## src/rtl/seg7_frame_decoder.sv

```systemverilog
// seg7_frame_decoder
//   Recovers a signed 4-bit value from a serialized two-digit, active-low
//   seven-segment frame (sign digit + magnitude digit). The frame is 14 bits,
//   MSB first: a1..g1 (sign) then a0..g0 (magnitude). Frames that do not form
//   a legal signed-digit encoding are reported as errors, and a frame that
//   stalls for TIMEOUT idle cycles is aborted with an error result.
//
// Parameters
//   TIMEOUT  idle cycles tolerated between strobes inside a frame (2..1023)
//
// Ports
//   clk      in   clock, all state changes on the rising edge
//   rst      in   synchronous active-high reset
//   sdata    in   serial frame bit, sampled when sstrobe=1
//   sstrobe  in   sdata qualifier, one frame bit per strobed cycle
//   sframe   in   with sstrobe=1, marks the bit as frame bit 1
//   value    out  decoded two's-complement value, held between valid pulses
//   error    out  error status of the last completed or aborted frame
//   valid    out  one-cycle pulse presenting a new value/error
//   busy     out  high while a frame is being shifted in
module seg7_frame_decoder #(
    parameter int unsigned TIMEOUT = 64
) (
    input  logic       clk,
    input  logic       rst,
    input  logic       sdata,
    input  logic       sstrobe,
    input  logic       sframe,
    output logic [3:0] value,
    output logic       error,
    output logic       valid,
    output logic       busy
);

    typedef enum logic [1:0] {
        IDLE,
        SHIFT,
        DONE
    } state_t;

    localparam logic [9:0] IDLE_LAST = 10'(TIMEOUT - 1);

    state_t      state_q;
    // Only the first 13 bits are ever stored: the 14th bit is decoded together
    // with them on the capturing edge, so the result is registered on entry to
    // DONE and valid can be high during the DONE cycle itself.
    logic [12:0] shreg_q;
    logic [3:0]  count_q;
    logic [9:0]  idle_q;
    logic [3:0]  value_q;
    logic        error_q;
    logic        valid_q;
    logic        busy_q;

    logic [13:0] frame_d;
    logic [3:0]  mag_n;
    logic        mag_ok;
    logic        sign_blank;
    logic        sign_minus;
    logic [3:0]  value_d;
    logic        error_d;

    assign frame_d = {shreg_q, sdata};

    // Magnitude digit lookup (abcdefg, active-low).
    always_comb begin
        mag_ok = 1'b1;
        mag_n  = 4'd0;
        unique case (frame_d[6:0])
            7'b0000001: mag_n = 4'd0;
            7'b1001111: mag_n = 4'd1;
            7'b0010010: mag_n = 4'd2;
            7'b0000110: mag_n = 4'd3;
            7'b1001100: mag_n = 4'd4;
            7'b0100100: mag_n = 4'd5;
            7'b0100000: mag_n = 4'd6;
            7'b0001111: mag_n = 4'd7;
            7'b0000000: mag_n = 4'd8;
            default:    mag_ok = 1'b0;
        endcase
    end

    assign sign_blank = (frame_d[13:7] == 7'b1111111);
    assign sign_minus = (frame_d[13:7] == 7'b1111110);

    // Blank sign covers 0..7, minus covers -1..-8; everything else is illegal.
    always_comb begin
        value_d = 4'd0;
        error_d = 1'b1;
        if (mag_ok) begin
            if (sign_blank && (mag_n != 4'd8)) begin
                value_d = mag_n;
                error_d = 1'b0;
            end else if (sign_minus && (mag_n != 4'd0)) begin
                value_d = 4'd0 - mag_n;
                error_d = 1'b0;
            end
        end
    end

    always_ff @(posedge clk) begin
        if (rst) begin
            state_q <= IDLE;
            shreg_q <= '0;
            count_q <= '0;
            idle_q  <= '0;
            value_q <= '0;
            error_q <= 1'b0;
            valid_q <= 1'b0;
            busy_q  <= 1'b0;
        end else begin
            valid_q <= 1'b0;
            unique case (state_q)
                IDLE, DONE: begin
                    if (sstrobe && sframe) begin
                        shreg_q <= {12'd0, sdata};
                        count_q <= 4'd1;
                        idle_q  <= '0;
                        busy_q  <= 1'b1;
                        state_q <= SHIFT;
                    end else begin
                        state_q <= IDLE;
                    end
                end
                SHIFT: begin
                    if (sstrobe) begin
                        idle_q <= '0;
                        if (sframe) begin
                            // Restart: the partial frame is dropped silently.
                            shreg_q <= {12'd0, sdata};
                            count_q <= 4'd1;
                        end else if (count_q == 4'd13) begin
                            count_q <= '0;
                            busy_q  <= 1'b0;
                            valid_q <= 1'b1;
                            value_q <= value_d;
                            error_q <= error_d;
                            state_q <= DONE;
                        end else begin
                            shreg_q <= frame_d[12:0];
                            count_q <= count_q + 4'd1;
                        end
                    end else if (idle_q == IDLE_LAST) begin
                        // This edge is the TIMEOUT-th idle cycle: abort.
                        idle_q  <= '0;
                        count_q <= '0;
                        busy_q  <= 1'b0;
                        valid_q <= 1'b1;
                        value_q <= '0;
                        error_q <= 1'b1;
                        state_q <= IDLE;
                    end else begin
                        idle_q <= idle_q + 10'd1;
                    end
                end
                default: state_q <= IDLE;
            endcase
        end
    end

    assign value = value_q;
    assign error = error_q;
    assign valid = valid_q;
    assign busy  = busy_q;

endmodule

```

## config.mk

```make
export PLATFORM = sky130hd
export DESIGN_NAME = seg7_frame_decoder
export DESIGN_NICKNAME = d
export VERILOG_FILES = /design/src/rtl/seg7_frame_decoder.sv
export SDC_FILE = /design/constraint.sdc
export NUM_CORES = 1
export LEC_CHECK = 0
export ABC_CLOCK_PERIOD_IN_PS = 2000
export CORE_ASPECT_RATIO = 0.5
export CORE_MARGIN = 5
export CORE_UTILIZATION = 53
export DETAILED_ROUTE_END_ITERATION = 10
export PLACE_DENSITY = 0.79
export SLEW_MARGIN = 10
export SYNTH_ARGS = -nofsm -noshare
export SYNTH_HDL_FRONTEND = slang
export SYNTH_SLANG_ARGS = --single-unit
```

## constraint.sdc

```tcl
create_clock -name clk -period 2 [get_ports clk]
set_clock_uncertainty 0.1 [all_clocks]
set_input_delay 0.2 -clock clk [delete_from_list [all_inputs] [get_ports clk]]
set_output_delay 0.2 -clock clk [all_outputs]
set_load 0.02 [all_outputs]
```

; After elaboration in Yosys (flattened, before gate mapping)
; Cells that the tools add are included.
[totals]
input_bits = 5
elab_cells = 98
register_bits = 36
[classes]
reduce_logical = 17
eq_ne = 23
addsub = 3
muxes = 46
n_bitwise = 1
[ops]
columns = op, count
row1 = 2-to-1 mux 13 bit, 4
row2 = 2-to-1 mux 4 bit, 11
row3 = case mux 4 bit (8 select lines), 1
row4 = 2-to-1 mux 10 bit, 3
row5 = == test 7 bit (second input constant), 4
row6 = case mux 13 bit (2 select lines), 1
row7 = case mux 10 bit (2 select lines), 1
row8 = 2-to-1 mux 1 bit, 18
row9 = == test 7 x 6 -> 1 bit (second input constant), 2
row10 = inequality test 3 bit (second input constant), 4
row11 = adder 10 x 1 -> 10 bit (second input constant), 1
row12 = == test 10 x 6 -> 1 bit (second input constant), 1
row13 = OR reduction 9 bit, 1
row14 = 2-to-1 mux 2 bit, 4
row15 = case mux 4 bit (2 select lines), 1
row16 = AND reduction 4 bit, 2
row17 = == test 7 x 1 -> 1 bit (second input constant), 1
row18 = == test 7 x 3 -> 1 bit (second input constant), 1
row19 = == test 7 x 4 -> 1 bit (second input constant), 1
row20 = == test 7 x 5 -> 1 bit (second input constant), 1
row21 = logical NOT 7 bit, 1
row22 = inequality test 2 bit (second input constant), 3
row23 = AND reduction 3 bit, 2
row24 = AND reduction 5 bit, 1
row25 = 16 further kinds, 20

; Longest topological paths before layout
; Gate-level depths: netlist of the first run.
[depth]
ltp_word = 10
depth_mapped = 9
ltp_nobuf = 8

; Least setup slack after synthesis of the first run
; No wires, ideal clock.
[synth_timing]
path_type = reg-to-reg
startpoint = register shreg_q[1]
endpoint = register value_q[0], in the netlist value[0]
n_path_buf = 1
required_ps = 1824
slack_ps = -123
arrival_ps = 1947
stages_incl_launch_ff = 10
cell_sequence = dfxtp_1 clkbuf_1 nor4b_1 nor3_1 a2bb2oi_1 ha_1 o41ai_1 nor4_1 a2111o_1 o22ai_1
[synth_via]
elab_chain_len = 10
[synth_rtl]
columns = item, line_no
row1 = from (decl), 47  ; logic [12:0] shreg_q;
row2 = from (signal assigned), 116  ; shreg_q <= {12'd0, sdata};
row3 = from (signal assigned), 130  ; shreg_q <= {12'd0, sdata};
row4 = from (signal assigned), 140  ; shreg_q <= frame_d[12:0];
row5 = branches (longest 6 deep; another with subtractor 1 x 4 -> 4 bit), -
row6 = 2-to-1 mux 4 bit (*), 90  ; if (mag_ok) begin
row7 = 2-to-1 mux 4 bit (*), 132  ; end else if (count_q == 4'd13) begin
row8 = 2-to-1 mux 4 bit (*), 128  ; if (sframe) begin
row9 = 2-to-1 mux 4 bit (*), 126  ; if (sstrobe) begin
row10 = to (signal assigned), 136  ; value_q <= value_d;
row11 = to (decl), 50  ; logic [3:0] value_q;
; Every way passes the cells marked *. The select of a mux whose other input is x is not followed.
; A chain may end at the register's enable or synchronous reset.

; Final worst setup path of the first run
; Same ends and word-level chain as after synthesis.

==> run_results.csv, run 1 <==
group,metric,value,unit
worst_setup_path,arrival,2170,ps
timing,hold_ws,380,ps
timing,worst_slack,-103,ps
clock_network,cts_root_buf,"clkbuf_8",
timing,setup_viol,4,
pwr,peakVddDrop,0.000323,V
clock_network,insertion_delay,280,ps
cells_and_area,area_growth,33.8,%
cells_and_area,most-common-layout-cells,"nor2_1 (36), buf_4 (35), dfxtp_1 (30)",
routing,postRouteWirelength,4970,um
clock_network,cts_buffer_depth,2,
worst_setup_path,r2r_slack,-100,ps
die,coreArea,3470,um^2
timing,hold_viol_final,0,
logic_synthesis,syn_nets,250,
worst_setup_path,worstSetupStartpointType,"flip-flop",
routing,drtIter0Drc,77,
logic_synthesis,synth_ff_type,"dfxtp_1",
worst_setup_path,path_max_fanout,6,
routing,drt-vias-per-instance,5.81,
cells_and_area,finish.utilization,0.742,
logic_synthesis,syn_area,1930,um^2
pwr,power_frac_comb,0.109,
die,die_h,52.6,um
logic_synthesis,ys_seq_elements,36,
clock_network,cts_sinks,36,
cells_and_area,final_common_cell,"nor2_1",
cells_and_area,num_antenna_cells,0,
placement,io_buffers,11,
pwr,power_switching,340,uW
clock_network,clk_pin_slew_worst_paths,70,ps
global_route,track_usage,0.197,
routing,avgRoutedWirePerCell,14.8,um
global_route,grt_pass1_vias,1757,
die,fp.dieArea,5010,um^2
clock_network,cts-htree-levels,2,
timing,period_needed,2100,ps
placement,routabilityCongestion,0.952,
logic_synthesis,synth-edff-count,0,
timing,grt_setup_unrepaired,"yes",
die,pin_count,12,
global_route,grt_max_degree,19,
clock_network,cts_tree,"yes",
logic_synthesis,yosys_warnings,0,
pwr,p_per_area,547,nW/um^2
logic_synthesis,synth_top_area_share,0.374,
cells_and_area,layout-drive-gt1-share,0.280,
routing,drc,0,
clock_network,cts-buffers-inserted,5,
pwr,intPower,1070,uW
run_status,status,"complete, but fails checks",
die,chipWidth,95.3,um
timing,relSlewSlack,0.597,
pwr,clockPowerShare,0.375,
flow_run,drv_cap,0,
cells_and_area,final_net_count,294,
routing,antenna_left,0,
placement,dpl.hpwl,3120,um
logic_synthesis,ys_types,51,
timing,slew_violations,0,
timing,tightest_slew,600,ps
pwr,pwr-share-seq,0.517,
min_path,hp-class,"flip-flop to flip-flop",
pwr,power.leakage,0.000929,uW
logic_synthesis,async_flop_share,0,
logic_synthesis,yosys-top-cells-area,"dfxtp_1 (37%), nor2_1 (7.2%), and2_1 (4.2%)",
clock_network,hold_buffers,0,
worst_setup_path,critPathKind,"flip-flop to flip-flop",
global_route,overflow,0,
die,placementRows,15,
logic_synthesis,yosysSeqAreaShare,0.374,
routing,vias,1957,
worst_setup_path,endpoint_kind,"flip-flop",
worst_setup_path,cp.required,2070,ps
die,initial_core_util,0.555,
logic_synthesis,avgSynthCellArea,8.00,um^2
timing,post-route-period-util,1.05,
routing,dr.pass1.iters,4,
run_status,violations,"negative setup slack",
logic_synthesis,yosysTopAreaCell,"dfxtp_1",
global_route,grt_pass1_wl,7730,um
global_route,antenna_found_initial,0,
pwr,p_sw_frac,0.241,
logic_synthesis,synth_cells,241,
timing,fmaxAchievable,0.476,GHz
state kept, by name, summed over array words and instances (netlist names):
| name | count |
|---|---|
| busy | 1 |
| count_q | 4 |
| error | 1 |
| idle_q | 10 |
| shreg_q | 13 |
| state_q | 2 |
| valid | 1 |
| value | 4 |
Yosys cell counts, types with 2 or more instances:
cell type,count
or4_1,2
and2_1,13
a31o_2,2
or3_1,3
nor3b_1,3
buf_2,3
nor2b_1,3
o21ai_0,5
or2_2,2
and4bb_2,2
dfxtp_1,36
a21oi_1,14
nor2_1,37
a211oi_1,3
a41oi_1,3
clkbuf_1,8
nor3_1,6
a31oi_1,12
and3_1,2
o21ai_1,4
or3b_1,2
inv_1,7
ha_1,4
nand2_1,17
nor4_1,4
nand2b_1,2
nand3_1,7
nand4_1,2
buf_6,2
a311oi_1,4
nand3b_1,3
a21boi_0,2
o22ai_1,4
worst max-delay path: stages (launching register included):
cell	delay [ps]
dfxtp_4	380
buf_4	160
nor4_1	560
a21oi_1	170
nor4_2	300
a2111o_1	220
o22ai_2	100
cell type report:
class,count,area [um^2]
Clock buffer,8,90.1
Fill cell,248,895
Inverter,7,26.3
Multi-Input combinational cell,185,1240
Sequential cell,36,736
Tap cell,51,63.8
Timing Repair Buffer,50,417
repair_timing:
item / in CTS / in global routing
setup buffers: 0 / 4
gates resized for setup: 16 / 14
setup endpoints to repair: 5 / 9
pin swaps: 10 / 8
worst paths after layout:
kind | start | depth (start not counted) | to
min reg2reg | value[3] | 2 | value[3]
min | value[3] | 2 | value[3]
max | shreg_q[1] | 6 | value[0]
max reg2reg | shreg_q[1] | 6 | value[0]
logic make-up (layout without fill, tap and decap cells):
kind of cell               count (synthesis)  in the layout  synth area share
muxes                                      1              1           0.00584
AOI/OAI and AO/OA                         63             63             0.219
and+or+nand+nor                          116            116             0.321
xor gates and xnor gates                   1              1           0.00455
DFF                                       36             36             0.374
buffers and inverters                     20             65            0.0487
adders and majority gates                  4              4            0.0260
layer usage:
layer	vias up	global-route usage	wire, um
li1	969	-	-
met1	932	0.235	2270
met2	44	0.344	2410
met3	12	0.0545	173
met4	0	0.0646	118
met5	-	0	0
through the flow:
step | total power [uW] | TNS [ps] | cells | setup slack [ps] | cell area [um^2]
2_1_floorplan | 827 | 0 | 241 | 1.77 | 1970
3_3_place_gp | 882 | -1240 | 325 | -274 | 2330
3_5_place_dp | 885 | -1570 | 325 | -338 | 2330
4_1_cts | 1420 | -133 | 333 | -38.3 | 2480
5_1_grt | 1470 | -499 | 337 | -124 | 2580
6_report | 1410 | -359 | 337 | -103 | 2580
power by group through the flow:
stage | sequential [uW] | combinational (uW) | clock [uW]
CTS | 731 | 143 | 545
finish | 729 | 153 | 528
global route | 730 | 168 | 572
global placement | 747 | 135 | 0
detailed placement | 748 | 137 | 0
floorplan | 747 | 79.7 | 0
Note: power is estimated with default switching activity, not from simulation.
==> run 2, diff against run 1 <==
==> constraint.sdc (replaced) <==
create_clock -name clk -period 2 [get_ports clk]
set_clock_uncertainty 0.1 [all_clocks]
set_input_delay 0.4 -clock clk [delete_from_list [all_inputs] [get_ports clk]]
set_output_delay 0.4 -clock clk [all_outputs]
set_load 0.02 [all_outputs]
==> run_results.csv, run 2 (same netlist as run 1, synthesis figures left out) <==
group,metric,value,unit
global_route,grt_max_degree,32,
global_route,grt_pass1_wl,8110,um
timing,hold_viol_final,0,
timing,grt_setup_unrepaired,"yes",
clock_network,cts_sinks,36,
placement,io_buffers,11,
timing,worst_slack,-30.4,ps
timing,post-route-period-util,1.02,
worst_setup_path,r2r_slack,-30,ps
die,fp.dieArea,5010,um^2
worst_setup_path,rr_worst_depth,6,
worst_setup_path,cpMaxStageDelayCell,"a2111o_1",
min_path,holdPathStages,2,
global_route,grt_pass1_vias,1794,
pwr,power_frac_comb,0.114,
die,die_h,52.6,um
routing,drtIter0Drc,84,
worst_setup_path,crit_path_cell_trace,"buf_6, or3_4, a211oi_2, nor2_1, a2111o_1, o22ai_2",
clock_network,cts-buffers-inserted,5,
worst_setup_path,cp_slowest_stage_delay,500,ps
die,pin_count,12,
worst_setup_path,crit_buf_inv,1,
cells_and_area,final_common_cell,"buf_4",
timing,relSlewSlack,0.761,
die,initial_core_util,0.555,
cells_and_area,area_growth,37.5,%
timing,setup_viol,3,
run_status,violations,"negative setup slack",
routing,antenna_left,0,
worst_setup_path,r2r-start,"shreg_q[2]",
clock_network,clk_pin_slew_worst_paths,70,ps
pwr,intPower,1080,uW
worst_setup_path,critical-path-top-delay-family,"compound AO/OA/AOI/OAI gates",
run_status,status,"complete, but fails checks",
routing,vias,2023,
pwr,p_sw_frac,0.241,
pwr,power_switching,341,uW
cells_and_area,largestRegisters,"shreg_q x13, idle_q x10",
worst_setup_path,path_max_fanout,5,
routing,avgRoutedWirePerCell,14.7,um
clock_network,cts_root_buf,"clkbuf_8",
clock_network,cts_tree,"yes",
worst_setup_path,reg2reg_to,"value[2]",
global_route,antenna_found_initial,0,
pwr,p_per_area,535,nW/um^2
routing,dr.pass1.iters,4,
routing,drt-vias-per-instance,5.90,
min_path,hp-class,"flip-flop to flip-flop",
clock_network,cts_buffer_depth,2,
global_route,track_usage,0.207,
clock_network,insertion_delay,280,ps
die,chipWidth,95.3,um
worst_setup_path,worstSetupStartpointType,"flip-flop",
cells_and_area,num_antenna_cells,0,
pwr,finalPower,1420,uW
routing,postRouteWirelength,5030,um
pwr,power.leakage,0.000960,uW
placement,place_worst_setup_slack,-570,ps
pwr,clockPowerShare,0.372,
cells_and_area,most-common-layout-cells,"buf_4 (41), nor2_1 (37), dfxtp_1 (30)",
placement,routabilityCongestion,0.905,
placement,dpl.hpwl,3340,um
cells_and_area,largest_register,"shreg_q",
timing,fmaxAchievable,0.493,GHz
pwr,peakVddDrop,0.000417,V
clock_network,hold_buffers,0,
worst_setup_path,arrival,2130,ps
worst_setup_path,cp.required,2100,ps
cells_and_area,layout-drive-gt1-share,0.305,
die,placementRows,15,
timing,finalSetupTns,-76.3,ps
min_path,hp-start,"value[1]",
global_route,overflow,0,
min_path,hold-path-endpoint,"value[1]",
pwr,pwr-share-seq,0.514,
clock_network,cts-htree-levels,2,
timing,tightest_slew,356,ps
worst_setup_path,endpoint_kind,"flip-flop",
timing,hold_ws,383,ps
routing,drc,0,
die,coreArea,3470,um^2
timing,slew_violations,0,
cells_and_area,final_net_count,300,
timing,period_needed,2030,ps
flow_run,drv_cap,0,
cells_and_area,largest_reg_flops,13,
worst_setup_path,critPathKind,"flip-flop to flip-flop",
## run 2: cell types whose count changed in the layout (fill, tap and decap cells not counted), sizes merged
cell | previous run | this run
buf | 39 | 45
clkdlybuf4s15 | 0 | 1
dlygate4sd2 | 1 | 0
## run 2: stage by stage
| stage | area [um^2] | util | instances |
|---|---|---|---|
| floorplan | 1970 | - | 241 |
| global placement | 2350 | 0.677 | 326 |
| detailed placement | 2350 | 0.677 | 326 |
| CTS | 2520 | 0.725 | 336 |
| global route | 2650 | 0.763 | 343 |
| finish | 2650 | 0.763 | 343 |
## run 2: how the worst max path moves through the flow
stage	start	endpoint	slack [ps]	cells after the start
floorplan	shreg_q[1]	value[0]	2	9
global placement	sdata	value[1]	-470	8
detailed placement	sdata	value[3]	-570	8
CTS	shreg_q[4]	error	-60	9
global route	shreg_q[4]	value[2]	-80	8
finish	shreg_q[2]	value[2]	-30	6
## run 2: cell type report
| type | instances | area (um^2) |
|---|---|---|
| inverters | 7 | 26.3 |
| multi-input cells | 185 | 1260 |
| clock buffers | 8 | 90.1 |
| flip-flops and latches | 36 | 736 |
| fillers | 233 | 823 |
| well taps | 51 | 63.8 |
| repair buffers | 56 | 472 |
## run 2: worst reg2reg max path, stage by stage (launching register included)
cell	delay, ps
dfxtp_4	370
buf_6	130
or3_4	400
a211oi_2	220
nor2_1	90
a2111o_1	500
o22ai_2	160
## run 2: repair_timing
action                                  in CTS  in global routing
gates resized for setup                     16                 18
endpoints found under the setup margin       5                 17
setup buffers                                2                  7
pin swaps                                    3                  9
## run 2: metal layers
metal,vias to the layer above,track usage,wire length [um]
met5,-,0,0
met4,0,0.0598,50
met3,7,0.0473,216
met2,53,0.370,2440
met1,984,0.249,2320
li1,979,-,-
## run 2: power groups by stage
| stage | Clock (uW) | Combinational (uW) | Sequential [uW] |
|---|---|---|---|
| finish | 527 | 161 | 729 |
| global placement | 0 | 141 | 748 |
| CTS | 539 | 153 | 732 |
| detailed placement | 0 | 147 | 749 |
| floorplan | 0 | 79.7 | 747 |
| global route | 568 | 176 | 730 |
==> run 3, diff against run 2 <==
--- a/config.mk
+++ b/config.mk
@@ -11,6 +11,7 @@
 export CORE_UTILIZATION = 53
 export DETAILED_ROUTE_END_ITERATION = 10
 export PLACE_DENSITY = 0.79
+export SKIP_LAST_GASP = 1
 export SLEW_MARGIN = 10
 export SYNTH_ARGS = -nofsm -noshare
 export SYNTH_HDL_FRONTEND = slang
==> constraint.sdc (replaced) <==
create_clock -name clk -period 2 [get_ports clk]
set_clock_uncertainty 0.1 [all_clocks]
set_input_delay 0.4 -clock clk [delete_from_list [all_inputs] [get_ports clk]]
set_output_delay 0.4 -clock clk [all_outputs]
set_load 0.005 [all_outputs]
==> run_results.csv, run 3 (same netlist as run 1, synthesis figures left out) <==
group,metric,value,unit
clock_network,clk_pin_slew_worst_paths,70,ps
cells_and_area,layout-drive-gt1-share,0.295,
routing,drt-vias-per-instance,5.92,
pwr,pwr-share-seq,0.514,
clock_network,cts_root_buf,"clkbuf_8",
worst_setup_path,cp-startpoint,"sdata",
die,chipWidth,95.3,um
cells_and_area,final_common_cell,"buf_4",
timing,period_needed,2100,ps
worst_setup_path,worstSetupStartpointType,"primary input",
routing,avgRoutedWirePerCell,14.8,um
die,placementRows,15,
placement,dp_cells,326,
worst_setup_path,path_max_fanout,3,
global_route,grt_max_degree,32,
die,die_h,52.6,um
worst_setup_path,critPathKind,"primary input to flip-flop",
global_route,track_usage,0.207,
global_route,grt_pass1_wl,8110,um
cells_and_area,seq_area,738,um^2
placement,routabilityCongestion,0.905,
worst_setup_path,r2r-start,"shreg_q[3]",
routing,antenna_left,0,
clock_network,cts-buffers-inserted,5,
worst_setup_path,cp.required,2110,ps
clock_network,cts_tree,"yes",
die,fp.dieArea,5010,um^2
global_route,grt_pass1_vias,1793,
pwr,power.leakage,0.000935,uW
global_route,antenna_found_initial,0,
global_route,overflow,0,
clock_network,cts-htree-levels,2,
cells_and_area,most-common-layout-cells,"buf_4 (38), nor2_1 (37), dfxtp_1 (30)",
run_status,violations,"negative setup slack",
worst_setup_path,arrival,2210,ps
cells_and_area,largest_reg_flops,13,
pwr,power_switching,343,uW
clock_network,cts_sinks,36,
worst_setup_path,endpoint_kind,"flip-flop",
cells_and_area,largestRegisters,"shreg_q x13, idle_q x10",
pwr,p_per_area,544,nW/um^2
min_path,hp-class,"flip-flop to flip-flop",
die,initial_core_util,0.555,
min_path,hp-start,"value[1]",
clock_network,insertion_delay,280,ps
timing,slew_violations,0,
clock_network,cts_buffer_depth,2,
cells_and_area,multiInputGateArea,1250,um^2
routing,postRouteWirelength,5010,um
run_status,status,"complete, but fails checks",
timing,worst_slack,-102,ps
timing,grt_setup_unrepaired,"yes",
routing,dr.pass1.iters,4,
cells_and_area,num_antenna_cells,0,
timing,fmaxAchievable,0.476,GHz
pwr,clockPowerShare,0.373,
cells_and_area,finalNonFillerCells,339,
cells_and_area,fillerInstances,242,
cells_and_area,largest_register,"shreg_q",
pwr,intPower,1080,uW
placement,io_buffers,11,
flow_run,drv_cap,0,
cells_and_area,area_growth,35.5,%
worst_setup_path,cpMaxStageDelayCell,"or3_4",
pwr,peakVddDrop,0.000417,V
timing,post-route-period-util,1.05,
clock_network,hold_buffers,0,
pwr,power_frac_comb,0.113,
placement,place_worst_setup_slack,-570,ps
routing,vias,2006,
placement,dpl.hpwl,3340,um
routing,drc,0,
routing,drtIter0Drc,82,
timing,tightest_slew,356,ps
timing,relSlewSlack,0.761,
worst_setup_path,crit_path_cell_trace,"dlygate4sd2_1, or3_4, nand2_1, a21boi_2, ha_2, buf_4, a21oi_2, mux2_2, o22ai_1",
cells_and_area,final_net_count,296,
timing,hold_viol_final,0,
timing,setup_viol,4,
die,coreArea,3470,um^2
worst_setup_path,cp_slowest_stage_delay,420,ps
die,pin_count,12,
pwr,p_sw_frac,0.242,
timing,hold_ws,380,ps
-- run 3: cell types whose count changed in the layout (fill, tap and decap cells not counted), sizes merged --
| cell | change |
|---|---|
| buf | -4 |
| clkdlybuf4s15 | -1 |
| dlygate4sd2 | +1 |
-- run 3: per-layer routing --
| metal | global-route usage | wire length [um] |
|---|---|---|
| met1 | 0.249 | 2250 |
| met3 | 0.0473 | 197 |
| met5 | 0 | 0 |
| met2 | 0.370 | 2460 |
| met4 | 0.0598 | 102 |
-- run 3: area by class of cell --
| cell class | count | area share |
|---|---|---|
| inverter | 7 | 0.0101 |
| sequential | 36 | 0.283 |
| clock buffer | 8 | 0.0345 |
| timing repair buffer | 52 | 0.167 |
| multi-input combinational | 185 | 0.481 |
| tap | 51 | 0.0244 |
-- run 3: final timing paths --
check	end	slack, ps	cells past startpoint
max	value[1]	-100	9
min	value[1]	380	2
max reg2reg	value[1]	-60	9
min reg2reg	value[1]	380	2
-- run 3: what timing repair did --
| item | in CTS | in global routing |
|---|---|---|
| setup buffers | 2 | 3 |
| gates resized for setup | 14 | 18 |
| pin swaps | 3 | 8 |
| endpoints found under the setup margin | 5 | 17 |
-- run 3: critical path, delay by kind of cell --
kind / cells / cell delay [ps]
multiplexers: 1 / 350
buffers and inverters: 2 / 430
AND/OR/NAND/NOR: 2 / 520
AO/OA/AOI/OAI: 3 / 310
adder cells (fa/ha/maj): 1 / 200
-- run 3: power by group through the flow --
stage          clock (uW)  sequential [uW]  combinational [uW]
6_report              530              729                 160
5_1_grt               570              729                 176
2_1_floorplan           0              746                79.7
3_3_place_gp            0              748                 140
4_1_cts               539              732                 151
3_5_place_dp            0              749                 145
-- run 3: stage by stage --
stage / utilization / total power [uW] / TNS, ps / area (um^2)
final: 0.752 / 1420 / -284 / 2610
after global routing: 0.752 / 1480 / -682 / 2610
after CTS: 0.724 / 1420 / -176 / 2510
after detailed placement: 0.677 / 894 / -5600 / 2350
after global placement: 0.677 / 888 / -4060 / 2350
after floorplan: - / 826 / 0 / 1970
